===== src/rtl/follower_pkg.sv =====
// Shared types and constants for the ultrasonic echo ranger.
package follower_pkg;

  localparam int unsigned CNT_W              = 16;
  localparam int unsigned TICKS_PER_US_DEF   = 100;
  localparam int unsigned US_PER_CM_DEF      = 58;
  localparam int unsigned ARM_TIMEOUT_US_DEF = 1000;
  localparam int unsigned ECHO_MAX_US_DEF    = 30000;

  localparam logic [CNT_W-1:0] NO_RANGE = 16'hFFFF;

  typedef enum logic [1:0] {
    ST_IDLE    = 2'd0,
    ST_ARMED   = 2'd1,
    ST_MEASURE = 2'd2,
    ST_DONE    = 2'd3
  } state_t;

  typedef struct packed {
    logic [CNT_W-1:0] width_us;
    logic [CNT_W-1:0] dist_cm;
    logic             timeout;
  } result_t;

endpackage


===== src/rtl/sync_2ff.sv =====
// Two-flop synchronizer for a single asynchronous level.
module sync_2ff (
  input  logic PCLK,
  input  logic PRESETn,
  input  logic d,
  output logic q
);

  logic meta;

  always_ff @(posedge PCLK or negedge PRESETn) begin
    if (!PRESETn) begin
      meta <= 1'b0;
      q    <= 1'b0;
    end else begin
      meta <= d;
      q    <= meta;
    end
  end

endmodule


===== src/rtl/echo_ranger.sv =====
// Ultrasonic echo ranger: times the echo pulse after a trigger fall and
// converts it to microseconds and centimetres by cascaded counters.
module echo_ranger #(
  parameter int unsigned TICKS_PER_US   = follower_pkg::TICKS_PER_US_DEF,
  parameter int unsigned US_PER_CM      = follower_pkg::US_PER_CM_DEF,
  parameter int unsigned ARM_TIMEOUT_US = follower_pkg::ARM_TIMEOUT_US_DEF,
  parameter int unsigned ECHO_MAX_US    = follower_pkg::ECHO_MAX_US_DEF
) (
  input  logic        PCLK,
  input  logic        PRESETn,
  input  logic        trig,
  input  logic        echo,
  output logic [15:0] width_us,
  output logic [15:0] dist_cm,
  output logic        valid,
  output logic        timeout,
  output logic        busy
);
  import follower_pkg::*;

  state_t           state, state_next;
  result_t          res, res_next;
  logic             trig_r, echo_s, echo_d;
  logic             valid_r, busy_r;
  logic [CNT_W-1:0] presc, us_cnt, cm_sub, dist_acc;
  logic             cnt_clr_c;
  logic             trig_fall_c, echo_rise_c, echo_fall_c;
  logic             presc_wrap_c, cm_wrap_c;
  logic [CNT_W-1:0] us_inc_c, dist_inc_c;

  sync_2ff u_sync (
    .PCLK    (PCLK),
    .PRESETn (PRESETn),
    .d       (echo),
    .q       (echo_s)
  );

  assign trig_fall_c  = trig_r & ~trig;
  assign echo_rise_c  = echo_s & ~echo_d;
  assign echo_fall_c  = ~echo_s & echo_d;
  assign presc_wrap_c = (presc == CNT_W'(TICKS_PER_US - 1));
  assign cm_wrap_c    = presc_wrap_c && (cm_sub == CNT_W'(US_PER_CM - 1));
  // Values including this cycle's tick, so a captured width is not one tick short
  assign us_inc_c     = us_cnt + CNT_W'(presc_wrap_c);
  assign dist_inc_c   = dist_acc + CNT_W'(cm_wrap_c);

  always_ff @(posedge PCLK or negedge PRESETn) begin
    if (!PRESETn) begin
      state   <= ST_IDLE;
      res     <= '0;
      valid_r <= 1'b0;
      busy_r  <= 1'b0;
      trig_r  <= 1'b0;
      echo_d  <= 1'b0;
    end else begin
      state   <= state_next;
      res     <= res_next;
      valid_r <= (state_next == ST_DONE);
      busy_r  <= (state_next == ST_ARMED) || (state_next == ST_MEASURE);
      trig_r  <= trig;
      echo_d  <= echo_s;
    end
  end

  always_comb begin
    state_next = state;
    res_next   = res;
    cnt_clr_c  = 1'b0;
    case (state)
      ST_IDLE: begin
        if (trig_fall_c) begin
          state_next = ST_ARMED;
          cnt_clr_c  = 1'b1;
        end
      end
      ST_ARMED: begin
        if (echo_rise_c) begin
          state_next = ST_MEASURE;
          cnt_clr_c  = 1'b1;
        end else if (us_cnt == CNT_W'(ARM_TIMEOUT_US)) begin
          state_next = ST_DONE;
          res_next   = '{width_us: '0, dist_cm: NO_RANGE, timeout: 1'b1};
        end
      end
      ST_MEASURE: begin
        if (echo_fall_c) begin
          state_next = ST_DONE;
          res_next   = '{width_us: us_inc_c, dist_cm: dist_inc_c, timeout: 1'b0};
        end else if (us_cnt == CNT_W'(ECHO_MAX_US)) begin
          state_next = ST_DONE;
          res_next   = '{width_us: CNT_W'(ECHO_MAX_US), dist_cm: NO_RANGE, timeout: 1'b1};
        end
      end
      ST_DONE: state_next = ST_IDLE;
      default: state_next = ST_IDLE;
    endcase
  end

  // Prescaler -> microseconds -> centimetre sub-count -> distance
  always_ff @(posedge PCLK or negedge PRESETn) begin
    if (!PRESETn) begin
      presc    <= '0;
      us_cnt   <= '0;
      cm_sub   <= '0;
      dist_acc <= '0;
    end else if (cnt_clr_c) begin
      presc    <= '0;
      us_cnt   <= '0;
      cm_sub   <= '0;
      dist_acc <= '0;
    end else if ((state == ST_ARMED) || (state == ST_MEASURE)) begin
      presc  <= presc_wrap_c ? '0 : presc + CNT_W'(1);
      us_cnt <= us_inc_c;
      if ((state == ST_MEASURE) && presc_wrap_c) begin
        cm_sub   <= cm_wrap_c ? '0 : cm_sub + CNT_W'(1);
        dist_acc <= dist_inc_c;
      end
    end
  end

  assign width_us = res.width_us;
  assign dist_cm  = res.dist_cm;
  assign timeout  = res.timeout;
  assign valid    = valid_r;
  assign busy     = busy_r;

endmodule


===== config.mk =====
export PLATFORM = sky130hd
export DESIGN_NAME = echo_ranger
export DESIGN_NICKNAME = d
export VERILOG_FILES = /design/src/rtl/follower_pkg.sv /design/src/rtl/sync_2ff.sv /design/src/rtl/echo_ranger.sv
export SDC_FILE = /design/constraint.sdc
export NUM_CORES = 1
export LEC_CHECK = 0
export BUFFER_PORTS_ARGS = -buffer_cell sky130_fd_sc_hd__buf_2
export CORE_UTILIZATION = 60
export DETAILED_ROUTE_END_ITERATION = 6
export PLACE_DENSITY = 0.85
export SLEW_MARGIN = 10
export SYNTH_ARGS = -nofsm -noshare
export SYNTH_HDL_FRONTEND = slang
export SYNTH_SLANG_ARGS = --single-unit

===== constraint.sdc =====
create_clock -name PCLK -period 4.54 [get_ports PCLK]
set_clock_uncertainty 0.05 [all_clocks]
set_input_delay 0.454 -clock PCLK [delete_from_list [all_inputs] [get_ports PCLK]]
set_output_delay 0.454 -clock PCLK [all_outputs]
set_load 0.02 [all_outputs]

==> results of run 1 <==
[flip-flops by register name, indices dropped and copies added (netlist names)]
name / cells
presc: 16
width_us: 16
dist_cm: 16
trig_r: 1
state: 2
timeout: 1
cm_sub: 16
echo_d: 1
dist_acc: 16
valid: 1
u_sync.meta: 1
us_cnt: 16
busy: 1
u_sync.q: 1
[area by class of cell]
type | count | area share
Multi-Input combinational cell | 409 | 0.444
Clock inverter | 7 | 0.0170
Inverter | 15 | 0.0117
Clock buffer | 9 | 0.0210
Tap cell | 108 | 0.0229
Timing Repair Buffer | 42 | 0.0378
Sequential cell | 105 | 0.446
[where the power goes]
group | switching, mW | internal [mW]
Clock | 0.337 | 0.317
Sequential | 0.0761 | 1.06
Combinational | 0.515 | 0.265
Total | 0.928 | 1.64
[through the flow]
step / util / hold WS (ns)
after floorplan: - / 0.108
after global placement: 0.650 / 0.285
after detailed placement: 0.650 / 0.286
after CTS: 0.676 / 0.112
after global routing: 0.676 / 0.110
final: 0.676 / 0.122
[cell families after synthesis]
kind of cell    Yosys count  synth area share
mux                       3           0.00554
xor+xnor                 57            0.0921
fa+ha+maj                11            0.0254
compound gates          109             0.135
flops                   105             0.485
buf+inv                  42            0.0328
simple gates            229             0.224
[per-layer routing]
layer  GRT usage  share of wire
met1       0.357           0.43
met2       0.428           0.49
met3      0.0434          0.054
met4       0.109          0.026
met5           0              0
[final timing paths]
check	startpoint	endpoint	depth (start not counted)	slack (ns)
max in group asynchronous	PRESETn	trig_r	2	3.32
max	presc[9]	us_cnt[14]	10	1.02
min reg2reg	u_sync.meta	u_sync.q	0	0.31
min	echo	u_sync.meta	1	0.12
max reg2reg	presc[9]	us_cnt[14]	10	1.02
min in group asynchronous	PRESETn	cm_sub[7]	1	0.13
[cell usage in the layout, fill, tap and decap left out, types with 18 or more instances in the layout]
cell type / count
sky130_fd_sc_hd__dfrtp_1: 105
sky130_fd_sc_hd__nand2_1: 46
sky130_fd_sc_hd__xor2_1: 39
sky130_fd_sc_hd__nor2_1: 55
sky130_fd_sc_hd__a21oi_1: 24
sky130_fd_sc_hd__buf_2: 37
sky130_fd_sc_hd__o21ai_0: 31
sky130_fd_sc_hd__nand3_1: 30
sky130_fd_sc_hd__xnor2_1: 18
==> results.md, run 1 <==
- The remaining global-route overflow is 0.
- The maximum net fanout on the critical path is 10.
- Buffers placed on the I/O ports in this run total 38.
- In this run the cell area measured after placement is 5670 um^2.
- The number of standard-cell rows in the floorplan is 34.
- The total I/O pin count is 39.
- Setup repair after global routing left no endpoint under its margin.
- After layout, the minimum clock period comes to 3.52 ns.
- The critical path required time is 4.75 ns.
- The worst setup margin is 1.02 ns.
- The number of post-CTS setup repair buffers is 0.
- At the pin with the least slew margin, the transition time is 0.943 ns.
- After detailed routing, the average wire length per cell comes to 17.3 um.
- The tightest min-delay check is of the input pin to register type.
- The most frequent cell after synthesis is sky130_fd_sc_hd__dfrtp_1.
- In the post-synthesis netlist, the biggest area contributors are sky130_fd_sc_hd__dfrtp_1, sky130_fd_sc_hd__xor2_1, sky130_fd_sc_hd__nor2_1.
- Adding up every negative setup slack in the final design gives 0 ns.
- The relative slew slack is 0.366.
- The routed via count divided by cell count is 6.29.
- The peak per-stage delay on the critical path is 0.63 ns.
- The analysis attributes to cell leakage a power of 2.58 nW.
- For the worst-skew pair, the clock arrives at the later sink with an insertion delay of 0.38 ns.
- Relative to the synthesized area, the layout overhead comes to 8.73%.
- The first global-routing pass estimated 20.4 mm of wire.
- The total clock sinks is 105.
- Data on the critical path arrives at its endpoint at 3.73 ns.
- The maximum clock insertion buffer count is 2.
- The non-filler instance count after layout is 695.
- Timing analysis after detailed placement gives a worst setup slack of 1.05 ns.
- The final number of setup-violating endpoints is 0.
- The worst setup path is launched from a register.
- After clock tree synthesis, the clock-pin slew on the worst setup and hold paths is 0.11 ns.
- The share of synthesized area in the top cell type comes to 0.485.
- The number of instances in the placed design is 679.
- The worst voltage drop across the vdd grid is 336 uV.
- The initial antenna violation count is 0.
- The number of synthesized register bits is 105.
- Of the synthesized area, sequential elements account for 0.485.
- The final layout contains routed wiring with a total length of 12.0 mm.
- The core area is 8720 um^2.
- The count of nets left with antenna violations once routing finished came out at 0.
- The final design area excluding fillers is 5890 um^2.
- The number of global-route vias before repair is 4290.
- The share of synthesized flip-flops with an asynchronous set or reset is 1.00.
- The number of CTS-inserted buffers is 9.
- The number of hold buffers added after CTS was 0.
- The number of nets in the finished design is 597.
- The worst path buffer plus inverter count is 1.
- The first TritonRoute pass finished after 5 iterations.
- The number of pins exceeding their max-slew limit in the final report is 0.
- The total die area is 9420 um^2.
- TritonCTS built the clock tree.
- After detailed routing, the number of remaining DRC violations is 0.
- For this block, the via count after detailed routing is 4375.
- The largest net degree at the start of global routing is 69.
- The number of unique standard cell types used by synthesis is 55.
- The routability congestion estimate from global placement is 0.894.
- In this run the cell area of the synthesized design comes to 5420 um^2.
- Dividing the final minimum period by the clock period gives 0.776.
- On the critical path, the stage with the largest delay is an instance of sky130_fd_sc_hd__or4_4.
- The flow ran to the end, and the final reports show no timing, DRC or antenna violations.
- STA classifies the critical path endpoint as a register.
- The layout has 655 filler cells.
- The kind of cell adding the most delay to the critical path is simple AND/OR/NAND/NOR gates.
- The total power per unit cell area is 436 nW/um^2.
- The area taken by flip-flops and latches is 2630 um^2.
- After layout, the design draws a total of 2.57 mW.
- The floorplan step set the die width to 97.0 um.
- The die height is 97.0 um.
- The effective utilization at floorplan is 0.621.
- The average instance area after synthesis is 9.75 um^2.
- The fmax is 284 MHz.
- The leading register cell type out of synthesis is sky130_fd_sc_hd__dfrtp_1.
- The cell at the root of the clock tree is sky130_fd_sc_hd__clkbuf_8.
- The synthesized net count is 571.
- Summing all multi-input logic gate instances after layout gives 2610 um^2.
- After legalization and detailed placement, the total HPWL measured 8.18 mm.
- In the global route stage, overall resource usage came out at 0.265.
- 0 antenna diodes ended up in the layout.
- The post-synthesis instance total is 556.
- For this run, the number of Yosys warnings is 0.
- Of all cell types, the one taking the most synthesized area is sky130_fd_sc_hd__dfrtp_1.
- The number of maximum-capacitance violations is 0.
- The initial DRC count is 248.
- Walking the worst path, the cells encountered are or4_4 > or4_4 > clkinv_8 > ha_1 > ha_1 > nand3_1 > nor4_1 > nand2_1 > xor2_1 > nor2_1.
- By count the netlist is led by sky130_fd_sc_hd__dfrtp_1, sky130_fd_sc_hd__nor2_1, sky130_fd_sc_hd__nand2_1, sky130_fd_sc_hd__xor2_1, sky130_fd_sc_hd__o21ai_0.
- The H-tree was split into 3 levels.
- The critical path in this run is classified as register to register.
- The post-cts repair resize count is 0.
- In the final layout, the share of cells above drive strength 1 is 0.119.
- The number of enable flip-flop cells after synthesis is 0.
- The count of endpoints failing hold in the final timing report is 0.
Power figures use the tool's default switching activity.
==> inputs of run 2 (changes only) <==
==> constraint.sdc (replaced) <==
create_clock -name PCLK -period 3.4 [get_ports PCLK]
set_clock_uncertainty 0.05 [all_clocks]
set_input_delay 0.34 -clock PCLK [delete_from_list [all_inputs] [get_ports PCLK]]
set_output_delay 0.34 -clock PCLK [all_outputs]
set_load 0.02 [all_outputs]
==> results.md, run 2 (synthesized netlist as in run 1, its figures left out) <==
- The CTS tree is done (unchanged).
- The wire length per cell after detailed routing was 17.1 um (was 17.3 um).
- The type of destination of the critical path is a register (unchanged).
- The worst min-delay path class is input pin to async pin (was input pin to register).
- The total clock sinks is 105 (unchanged).
- The number of pins exceeding their max-slew limit in the final report is 0 (unchanged).
- The routed via count divided by cell count is 6.23 (was 6.29).
- The fmax is 306 MHz (was 284 MHz).
- The number of port buffers was 38 (unchanged).
- The effective utilization at floorplan is 0.621 (unchanged).
- The category of the most critical setup path is register to register (unchanged).
- The post-route minimum period is 3.27 ns (was 3.52 ns).
- Result of the run: complete, but fails checks (was completed).
- Commonest cells after routing, fill and taps aside: sky130_fd_sc_hd__dfrtp_1, sky130_fd_sc_hd__nor2_1, sky130_fd_sc_hd__nand2_1 (unchanged).
- The number of instances in the placed design is 695 (was 679).
- The worst voltage drop across the vdd grid is 313 uV (was 336 uV).
- The total design power came to 3.50 mW (was 2.57 mW).
- The clock network latency to the later pin of the worst-skew pair was 0.39 ns (was 0.38 ns).
- Setup repair after global routing missed its margin: false (unchanged).
- The synthesis-to-finish area growth is 12.7% (was 8.73%).
- The antenna diode instance count is 0 (unchanged).
- The actual slew at the worst max-slew pin is 0.775 ns (was 0.943 ns).
- The total die area is 9420 um^2 (unchanged).
- The cell at the root of the clock tree was sky130_fd_sc_hd__clkbuf_8 (unchanged).
- The critical path required time came to 3.61 ns (was 4.75 ns).
- The total power per unit cell area came to 574 nW/um^2 (was 436 nW/um^2).
- The largest net degree at the start of global routing is 61 (was 69).
- The clock group share of total power is 0.255 (was 0.254).
- The worst hold-check slack came to -0.0333 ns (was 0.122 ns).
- The maximum net fanout on the critical path is 5 (was 10).
- The switching power share of the total is 0.358 (was 0.361).
- The ratio of cells with drive above 1 in the final layout was 0.154 (was 0.119).
- The relative slew slack is 0.483 (was 0.366).
- The clock-pin slew on the worst setup and hold paths is 0.10 ns (was 0.11 ns).
- The detailed-route wire length was 12.3 mm (was 12.0 mm).
- The number of H-tree levels is 3 (unchanged).
- The number of standard-cell rows in the floorplan is 34 (unchanged).
- The net switching power figure is 1.26 mW (was 0.928 mW).
- The internal cell power was 2.25 mW (was 1.64 mW).
- The number of nets in the finished design came to 619 (was 597).
- The fraction of power consumed by combinational cells came to 0.313 (was 0.303).
- The non-filler instance count after layout is 717 (was 695).
- The core utilization of the finished layout is 0.700 (was 0.676).
- The checks that failed: negative hold slack.
- The number of CTS-inserted buffers was 9 (unchanged).
- The die height is 97.0 um (unchanged).
- The routability congestion estimate from global placement came to 0.925 (was 0.894).
- The total I/O pin count was 39 (unchanged).
- The most frequent standard cell in the layout excluding fill and tap cells is sky130_fd_sc_hd__dfrtp_1 (unchanged).
- The number of global-route vias before repair was 4444 (was 4290).
- The maximum clock insertion buffer count is 2 (unchanged).
- The number of remaining DRC errors is 0 (unchanged).
- The number of routed nets with antenna violations came to 0 (unchanged).
- The total iterations of the first detailed-routing run came to 5 (unchanged).
- The data arrival time of the worst path was 3.48 ns (was 3.73 ns).
- The worst reg2reg path endpoint is us_cnt[15] (was us_cnt[14]).
- The filler cell count is 626 (was 655).
- The remaining global-route overflow is 0 (unchanged).
- The leakage power summed over all cells is 2.70 nW (was 2.58 nW).
- The core area is 8720 um^2 (unchanged).
- The final clock period utilization by the worst path is 0.961 (was 0.776).
- The sort of element at the start of the critical path was a register (unchanged).
- The detailed-route via count is 4469 (was 4375).
- The startpoint of the worst-slack reg-to-reg timing path is presc[15] (was presc[9]).
- The flop-to-flop setup slack came to 0.13 ns (was 1.02 ns).
- The combined global-route utilization of all metal layers is 0.274 (was 0.265).
- The final number of setup-violating endpoints came to 0 (unchanged).
- The initial DRC count is 284 (was 248).
- The launching instance or port of the critical path was presc[15] (was presc[9]).
- The total negative slack for setup checks is 0 ns (unchanged).
- The horizontal extent of the die is 97.0 um (unchanged).
- The count of endpoints failing hold in the final timing report is 48 (was 0).
- The post-detailed-placement half-perimeter wirelength came to 8.25 mm (was 8.18 mm).
- The worst-case reg-to-reg path depth was 9 (was 10).
- The number of maximum-capacitance violations came to 0 (unchanged).
- The initial antenna violation count is 0 (unchanged).
- The proportion of power drawn by flip-flops and latches was 0.432 (was 0.442).
- The first-pass GRT wire length came to 20.9 mm (was 20.4 mm).
- The end of the critical path is us_cnt[15] (was us_cnt[14]).
## run 2: per-stage QoR
stage | instance area, um^2 | worst slack [ns]
3_3_place_gp | 5800 | 0.156
3_5_place_dp | 5800 | 0.0712
2_1_floorplan | 5420 | 0.184
6_report | 6110 | 0.133
4_1_cts | 6040 | 0.0378
5_1_grt | 6110 | 0.00593
## run 2: worst min-delay path by stage
stage	from	to	slack (ns)
floorplan	PRESETn	busy	-0.006
global placement	u_sync.meta	u_sync.q	0.28
detailed placement	u_sync.meta	u_sync.q	0.30
CTS	PRESETn	cm_sub[11]	0.0005
global route	PRESETn	cm_sub[4]	0.02
finish	PRESETn	cm_sub[8]	-0.03
## run 2: worst max-delay path, cell delays in order (launching register included)
cell and delay [ns]:
sky130_fd_sc_hd__dfrtp_1 0.42, sky130_fd_sc_hd__or4_4 0.58, sky130_fd_sc_hd__or4_4 0.62, sky130_fd_sc_hd__clkinv_8 0.09, sky130_fd_sc_hd__ha_4 0.14, sky130_fd_sc_hd__nand4_1 0.15
sky130_fd_sc_hd__nor3_2 0.26, sky130_fd_sc_hd__or4b_2 0.62, sky130_fd_sc_hd__xor2_1 0.15, sky130_fd_sc_hd__nor2_1 0.06
## run 2: layer usage
| layer | part of all wire | up-vias | global-route usage |
|---|---|---|---|
| met1 | 0.43 | 2201 | 0.367 |
| li1 | - | 2086 | - |
| met5 | 0 | - | 0 |
| met4 | 0.021 | 0 | 0.0918 |
| met3 | 0.051 | 32 | 0.0520 |
| met2 | 0.50 | 150 | 0.450 |
## run 2: area by class of cell
cell class / count / area [um^2] / share of cell area
clock inverter: 6 / 97.6 / 0.0160
clock buffer: 10 / 138 / 0.0225
sequential: 105 / 2630 / 0.430
tap: 108 / 135 / 0.0221
timing repair buffer: 64 / 403 / 0.0660
inverter: 15 / 68.8 / 0.0113
multi-input combinational: 409 / 2640 / 0.432
## run 2: power by group through the flow
stage               Sequential (mW)  Combinational [mW]  Clock [mW]
finish                         1.51                1.10       0.895
global route                   1.54                1.19       0.954
CTS                            1.52                1.09       0.903
detailed placement             1.54                1.08           0
global placement               1.53                1.05           0
floorplan                      1.70               0.546           0
## run 2: timing repair
| action | 4_1_cts | 5_1_grt |
|---|---|---|
| hold endpoints to repair | 0 | 1 |
| resized for setup | 0 | 4 |
| setup endpoints to repair | 0 | 8 |
| hold buffers | 0 | 1 |
| setup buffers | 0 | 5 |
